<file path="config.mk">
export PLATFORM = sky130hd
export DESIGN_NAME = interrupt_controller
export DESIGN_NICKNAME = d
export VERILOG_FILES = /design/src/rtl/cpu_pkg.sv /design/src/rtl/sync_2ff.sv /design/src/rtl/interrupt_controller.sv
export SDC_FILE = /design/constraint.sdc
export NUM_CORES = 1
export LEC_CHECK = 0
export CORE_AREA = 2 2 39 41
export DETAILED_ROUTE_END_ITERATION = 12
export DIE_AREA = 0 0 41 43
export PLACE_DENSITY_LB_ADDON = 0.15
export SYNTH_ARGS = -nofsm -noshare
export SYNTH_HDL_FRONTEND = slang
export SYNTH_SLANG_ARGS = --single-unit
</file>
<file path="constraint.sdc">
create_clock -name clk -period 3.05 [get_ports clk]
set_input_delay 0.915 -clock clk [delete_from_list [all_inputs] [get_ports clk]]
set_output_delay 0.915 -clock clk [all_outputs]
set_load 0.02 [all_outputs]
</file>
<file path="src/rtl/cpu_pkg.sv">
// Shared CPU definitions used by the interrupt controller: the INTSrc select
// encodings, the interrupt sequencer states, and a state-to-select decode helper.
package cpu_pkg;

    localparam logic [1:0] INT_SRC_NONE = 2'b00;
    localparam logic [1:0] INT_SRC_NMI  = 2'b01;
    localparam logic [1:0] INT_SRC_INT  = 2'b10;

    typedef enum logic [2:0] {
        IDLE     = 3'd0,
        TAKE_NMI = 3'd1,
        TAKE_INT = 3'd2,
        NMI_SVC  = 3'd3,
        INT_SVC  = 3'd4
    } irq_state_t;

    function automatic logic [1:0] int_src_of(input irq_state_t s);
        case (s)
            TAKE_NMI: return INT_SRC_NMI;
            TAKE_INT: return INT_SRC_INT;
            default:  return INT_SRC_NONE;
        endcase
    endfunction

endpackage

</file>
<file path="src/rtl/sync_2ff.sv">
// One-bit two-flop synchronizer with synchronous active-high reset.
module sync_2ff (
    input  logic i_clk,
    input  logic i_rst,
    input  logic i_d,
    output logic o_q
);

    logic r_meta;
    logic r_sync;

    // Two-stage capture of the asynchronous pin
    always_ff @(posedge i_clk) begin
        if (i_rst) begin
            r_meta <= 1'b0;
            r_sync <= 1'b0;
        end else begin
            r_meta <= i_d;
            r_sync <= r_meta;
        end
    end

    assign o_q = r_sync;

endmodule

</file>
<file path="src/rtl/interrupt_controller.sv">
// INT/NMI entry and return sequencer for the multi-cycle CPU.
// Define NMI_PREEMPT_EN to let an NMI preempt a running INT handler.
module interrupt_controller
    import cpu_pkg::*;
(
    input  logic       clk,
    input  logic       rst,
    input  logic       INT,
    input  logic       NMI,
    input  logic       INT_Disable,
    input  logic       instr_boundary,
    input  logic       iret,
    output logic [1:0] INTSrc,
    output logic       pc_force,
    output logic       epc_write,
    output logic       INA,
    output logic [1:0] in_service
);

    logic       w_int_sync;
    logic       w_nmi_sync;
    logic       w_nmi_edge;
    logic       w_int_req;
    logic       w_preempt_next;
    logic       r_nmi_prev;
    logic       r_nmi_pend;
    irq_state_t r_state;
    irq_state_t w_next_state;
`ifdef NMI_PREEMPT_EN
    logic       r_preempted;
`endif

    sync_2ff u_int_sync (.i_clk(clk), .i_rst(rst), .i_d(INT), .o_q(w_int_sync));
    sync_2ff u_nmi_sync (.i_clk(clk), .i_rst(rst), .i_d(NMI), .o_q(w_nmi_sync));

    assign w_nmi_edge = w_nmi_sync & ~r_nmi_prev;
    assign w_int_req  = w_int_sync & ~INT_Disable;

    // Next-state selection; a return always wins over a same-cycle boundary
    always_comb begin
        w_next_state = r_state;
`ifdef NMI_PREEMPT_EN
        w_preempt_next = r_preempted;
`else
        w_preempt_next = 1'b0;
`endif
        case (r_state)
            IDLE: begin
                if (instr_boundary && r_nmi_pend) begin
                    w_next_state = TAKE_NMI;
                end else if (instr_boundary && w_int_req) begin
                    w_next_state = TAKE_INT;
                end else begin
                    w_next_state = IDLE;
                end
            end
            TAKE_NMI: w_next_state = NMI_SVC;
            TAKE_INT: w_next_state = INT_SVC;
            INT_SVC: begin
                if (iret) begin
                    w_next_state = IDLE;
`ifdef NMI_PREEMPT_EN
                end else if (instr_boundary && r_nmi_pend) begin
                    w_next_state   = TAKE_NMI;
                    w_preempt_next = 1'b1;
`endif
                end else begin
                    w_next_state = INT_SVC;
                end
            end
            NMI_SVC: begin
                if (iret) begin
`ifdef NMI_PREEMPT_EN
                    if (r_preempted) begin
                        w_next_state   = INT_SVC;
                        w_preempt_next = 1'b0;
                    end else begin
                        w_next_state = IDLE;
                    end
`else
                    w_next_state = IDLE;
`endif
                end else begin
                    w_next_state = NMI_SVC;
                end
            end
            default: w_next_state = IDLE;
        endcase
    end

    // State, NMI pending flag and outputs decoded from the next state
    always_ff @(posedge clk) begin
        if (rst) begin
            r_state    <= IDLE;
            r_nmi_prev <= 1'b0;
            r_nmi_pend <= 1'b0;
            INTSrc     <= INT_SRC_NONE;
            pc_force   <= 1'b0;
            epc_write  <= 1'b0;
            INA        <= 1'b0;
            in_service <= 2'b00;
        end else begin
            r_state    <= w_next_state;
            r_nmi_prev <= w_nmi_sync;
            // an edge arriving in the take cycle is a fresh NMI, so set beats clear
            if (w_nmi_edge) begin
                r_nmi_pend <= 1'b1;
            end else if (r_state == TAKE_NMI) begin
                r_nmi_pend <= 1'b0;
            end else begin
                r_nmi_pend <= r_nmi_pend;
            end
            INTSrc     <= int_src_of(w_next_state);
            pc_force   <= (w_next_state == TAKE_NMI) || (w_next_state == TAKE_INT);
            epc_write  <= (w_next_state == TAKE_NMI) || (w_next_state == TAKE_INT);
            INA        <= (w_next_state == TAKE_INT);
            in_service <= {(w_next_state == NMI_SVC),
                           (w_next_state == INT_SVC) || w_preempt_next};
        end
    end

`ifdef NMI_PREEMPT_EN
    // Remembers that the active NMI handler interrupted an INT handler
    always_ff @(posedge clk) begin
        if (rst) begin
            r_preempted <= 1'b0;
        end else begin
            r_preempted <= w_preempt_next;
        end
    end
`endif

endmodule

</file>
---- Yosys cells after proc, flatten, opt, wreduce, memory -nomap -nowiden ----
Cells that the tools add are included.
operators by class
  equal/unequal tests ..................... 8
  multiplexer cells ....................... 8
  bitwise operators ....................... 4
  reduce and logical (&&, ||, !) cells .... 5
operator list
  operator                                                          count
  3-bit one-hot mux with 5 select lines                             1
  3-bit by 2-bit == test with 1-bit output (second input constant)  4
  3-bit by 1-bit == test with 1-bit output (second input constant)  2
  3-bit == test (second input constant)                             2
  2-bit 2-to-1 mux                                                  3
  2-bit one-hot mux with 2 select lines                             1
  3-bit zero test                                                   1
  3-bit 2-to-1 mux                                                  1
  1-bit AND                                                         2
  1-bit logical AND                                                 2
  1-bit 2-to-1 mux                                                  2
  1-bit inverter                                                    2
  2-bit nonzero test                                                1
  1-bit logical OR                                                  1
word-level totals
  word-level logic and storage cells ...... 36
  output and inout port bits .............. 7
  flip-flop bits (word level) ............. 15
  input port bits ......................... 7

---- Depth between registers and ports, before layout ----
  word-level depth ........................ 8
  gate-level depth with buffers ........... 3
  gate-level depth less buffers ........... 3

---- Modules after synthesis ----
From an unflattened synthesis, not the netlist that was laid out.
second synthesis, totals
  cell total of the unflattened synthesis .. 45
  area, all modules ....................... 464.2 µm²
by module, submodules not included
  module                cells an instance  seq. area each (µm²)  area each (µm²)  instances
  interrupt_controller  37                 200.2                 359.1            1
  sync_2ff              4                  40.0                  52.6             2

---- Worst setup path after synthesis ----
Ideal clock, no wire load.
  kind .................................... input port to flip-flop
  start ................................... input INT_Disable
  end ..................................... register INTSrc[1]
  path slack .............................. 1452 ps
  setup time .............................. 86 ps
  buffers on the path ..................... 0
  stages .................................. 3
  arrival ................................. 1512 ps
  required time ........................... 2964 ps
  cell sequence ........................... and4bb_2 -> nand2_1 -> a221oi_2
on the way
  cells in the longest elaborated chain, start to end .. 8
  elaborated cells between the ends (all ways) .. 9
  those cells by class .................... eq/ne: 2; mux: 4; bitwise: 2; reduce/logical: 1
ends and longest elaborated chain
  element                                                                                               RTL line                     RTL
  start: declaration                                                                                    interrupt_controller.sv:10   input logic INT_Disable,
  1-bit inverter *                                                                                      interrupt_controller.sv:37   assign w_int_req = w_int_sync & ~INT_Disable;
  1-bit AND *                                                                                           interrupt_controller.sv:37
  1-bit logical AND *                                                                                   interrupt_controller.sv:51   end else if (instr_boundary && w_int_req) begin
  2-bit 2-to-1 mux *                                                                                    interrupt_controller.sv:51
  2-bit 2-to-1 mux *                                                                                    interrupt_controller.sv:49   if (instr_boundary && r_nmi_pend) begin
  3-bit one-hot mux with 5 select lines *                                                               interrupt_controller.sv:47   case (r_state)
  3-bit by 2-bit == test with 1-bit output or 3-bit by 1-bit == test with 1-bit output (tied branches)  cpu_pkg.sv:18                case (s)
  2-bit one-hot mux with 2 select lines *                                                               cpu_pkg.sv:18
  end signal: assignment                                                                                interrupt_controller.sv:113  INTSrc <= int_src_of(w_next_state);
  end: declaration                                                                                      interrupt_controller.sv:13   output logic [1:0] INTSrc,
Every way passes the cells marked *; elsewhere a longest branch is shown, timed or not.
A chain may end at the register's enable or synchronous reset.

==> summary.md <==
| Metric | Value |
|---|---|
| Post-Layout Cell Count | `approximately 80` |
| Fin nets | `71` |
| Pin count of the biggest net entering global routing | `15` |
| Net Count, Synth | `56` |
| Synth Instances | `49` |
| Data arrival, critical path | `1200 ps` |
| Share of layout cells above drive strength 1 | `0.127` |
| Detailed Place HPWL | `approximately 550 um` |
| Critical-path cell list | `clkdlybuf4s50_1` |
| Setup Buffers After CTS | `0` |
| Total grt overflow | `0` |
| Ys Warns | `0` |
| Tcrit/Tclk final | `0.693` |
| Vias per cell | `4.77` |
| Post-place instance area | `626 sq um` |
| DR vias | `377` |
| Syn Area/Cell | `10.1 sq um` |
| Final worst setup slack | `about 940 ps` |
| # hold bufs at CTS | `0` |
| Clk_lat worst skew | `270 ps` |
| Setup slack, reg-to-reg | `1930 ps` |
| Least-Margin Pin Slew | `490 ps` |
| CP max stage delay | `around 600 ps` |
| Post-synthesis sequential area ratio | `0.567` |
| Fmax | `473 MHz` |
| Vias in the first global route | `318` |
| P&R area growth vs syn | `33.9%` |
| Crit-path max FO | `2` |
| Peak supply drop | `0.270 mV` |
| Setup WS pre-CTS | `920 ps` |
| FF+latch count, synth | `14` |
| H-tree depth | `1` |
| Max-slew headroom at the worst pin | `0.672` |
| Netlist cell types | `20` |
| Initial antenna violation count | `0` |
| Fillers | `131` |
| Final-report hold violation count | `0` |
| Antenna cells | `0` |
| Status | `completed` |
| Cell family with most CP delay | `buffers and inverters` |
| Critical Path End Type | `output pin` |
| Mapped cell area | `494 sq um` |
| Max Clock Skew | `2.34 ps` |
| RSZ-0062 raised after global routing | `no` |
| Antenna Nets Post-Route | `0` |
| Initial DRC count | `6` |
| Final Setup Violations | `0` |
| CP Data Required Time | `2130 ps` |
| CTS clk-pin slew, worst paths | `80 ps` |
| Post-Layout Inst Area | `662 sq um` |
| Min-delay worst type | `reg2reg` |
| Slew Viols, Final | `0` |
| PostCTS Resize Cnt | `0` |
| TritonCTS Sinks | `14` |
| Pwr per Cell Area | `535 mW/mm^2` |
| Total CTS buffers | `3` |
| Die X | `41 um` |
| Final min period | `about 2100 ps` |
| Initial core utilization | `0.357` |
| CTS tree | `built` |
| DP Cell Count | `75` |
| CTS Root Cell | `clkbuf_4` |
| Std-Cell Core Area | `0.00138 sq mm` |
| Drt wl/cell | `10.1 um` |
| Setup CP Type | `reg2out` |
| Fin Setup TNS | `0 ps` |
| CP Launch Type | `register` |
| CP bufs+invs | `1` |
| Final GP Congestion | `0.661` |
| Slowest stage cell on the critical path | `clkdlybuf4s50_1` |
| First-pass GRT wire length | `about 1200 um` |
| LEAKAGE | `0.240 nW` |
| 1st-pass router iterations | `2` |
| PortBufs | `13` |
| Max Cap Viol | `0` |
| Die H | `about 43 um` |
| Die Area | `0.00176 sq mm` |
| IO Pins | `14` |
| Num rows | `14` |
| Final wirelength | `approximately 800 um` |
| DRC violation count after routing | `0` |
| Bufs on Longest Clock Path | `2` |
| Global Route Usage Sum | `0.108` |
## final cells by class
class | count | area (sq um) | share of cell area
multi-input cells | 30 | 188 | 0.284
repair buffers | 13 | 130 | 0.197
clock buffers | 4 | 36.3 | 0.0548
well taps | 16 | 20.0 | 0.0302
inverters | 2 | 7.51 | 0.0113
flip-flops and latches | 14 | 280 | 0.423
## stage by stage
step           hold WS, ps  utilization  total power [mW]
2_1_floorplan          414            -             0.214
3_3_place_gp           421        0.452             0.229
3_5_place_dp           421        0.452             0.229
4_1_cts                441        0.478             0.360
5_1_grt                460        0.478             0.374
6_report               438        0.478             0.354
## layer usage
layer / wire length (um) / global-route usage / share of wire
met5: 0 / 0 / 0
met3: 53 / 0.0471 / 0.067
met1: 377 / 0.134 / 0.47
met2: 366 / 0.141 / 0.46
met4: 0 / 0.0800 / 0
## cell usage after synthesis
cell type,n,area [sq um]
and4bb_2,1,12.5
nor2_1,1,3.75
or3_1,1,6.26
a221oi_2,1,15.0
o21ai_0,1,5.00
nand3_1,2,10.0
nand2_1,3,11.3
nor3_2,1,10.0
nand2b_1,1,6.26
nor3_1,4,20.0
o31ai_1,1,7.51
a21oi_1,5,25.0
dfxtp_1,14,280
buf_4,2,15.0
a22oi_1,1,7.51
clkbuf_1,1,3.75
a21o_2,1,8.76
nor2b_1,5,31.3
nor3b_1,1,7.51
inv_1,2,7.51
## state kept, by name, indices dropped and copies added (netlist names)
register,count
u_nmi_sync.r_meta,1
r_nmi_pend,1
epc_write,1
r_state,3
u_int_sync.o_q,1
r_nmi_prev,1
INTSrc,2
u_nmi_sync.o_q,1
u_int_sync.r_meta,1
in_service,2
## final timing paths
check,from,to,depth (start not counted)
worst min register to register,u_int_sync.r_meta,u_int_sync.o_q,1
worst min-delay path,u_int_sync.r_meta,u_int_sync.o_q,1
worst max register to register,r_state[0],INTSrc[1],3
worst max-delay path,INTSrc[1],INA,1
## power by group
group | internal (mW) | total, mW | switching [mW]
clock network | 0.0725 | 0.129 | 0.0567
registers | 0.189 | 0.194 | 0.00445
logic | 0.0176 | 0.0316 | 0.0139
total | 0.279 | 0.354 | 0.0750
## cells by family (layout without fill, tap and decap cells)
logic type | Yosys count | count (layout) | synth area share
buf+inv | 5 | 19 | 0.0532
simple gates | 20 | 20 | 0.241
compound gates | 10 | 10 | 0.139
flops | 14 | 14 | 0.567
## cell usage in the layout (no fill, tap or decap)
master and n:
nor3_2 1, nor2b_1 5, o21ai_0 1, a221oi_2 1, nand2b_1 1, a22oi_1 1
inv_1 2, clkbuf_4 3, nand3_1 2, nor3_1 4, dfxtp_1 14, o31ai_1 1
nor3b_1 1, clkbuf_8 1, nor2_1 1, nand2_1 3, or3_1 1, a21o_2 1
a21oi_1 5, clkdlybuf4s50_1 13, and4bb_2 1
No activity file was read; power rests on OpenSTA's default activity.
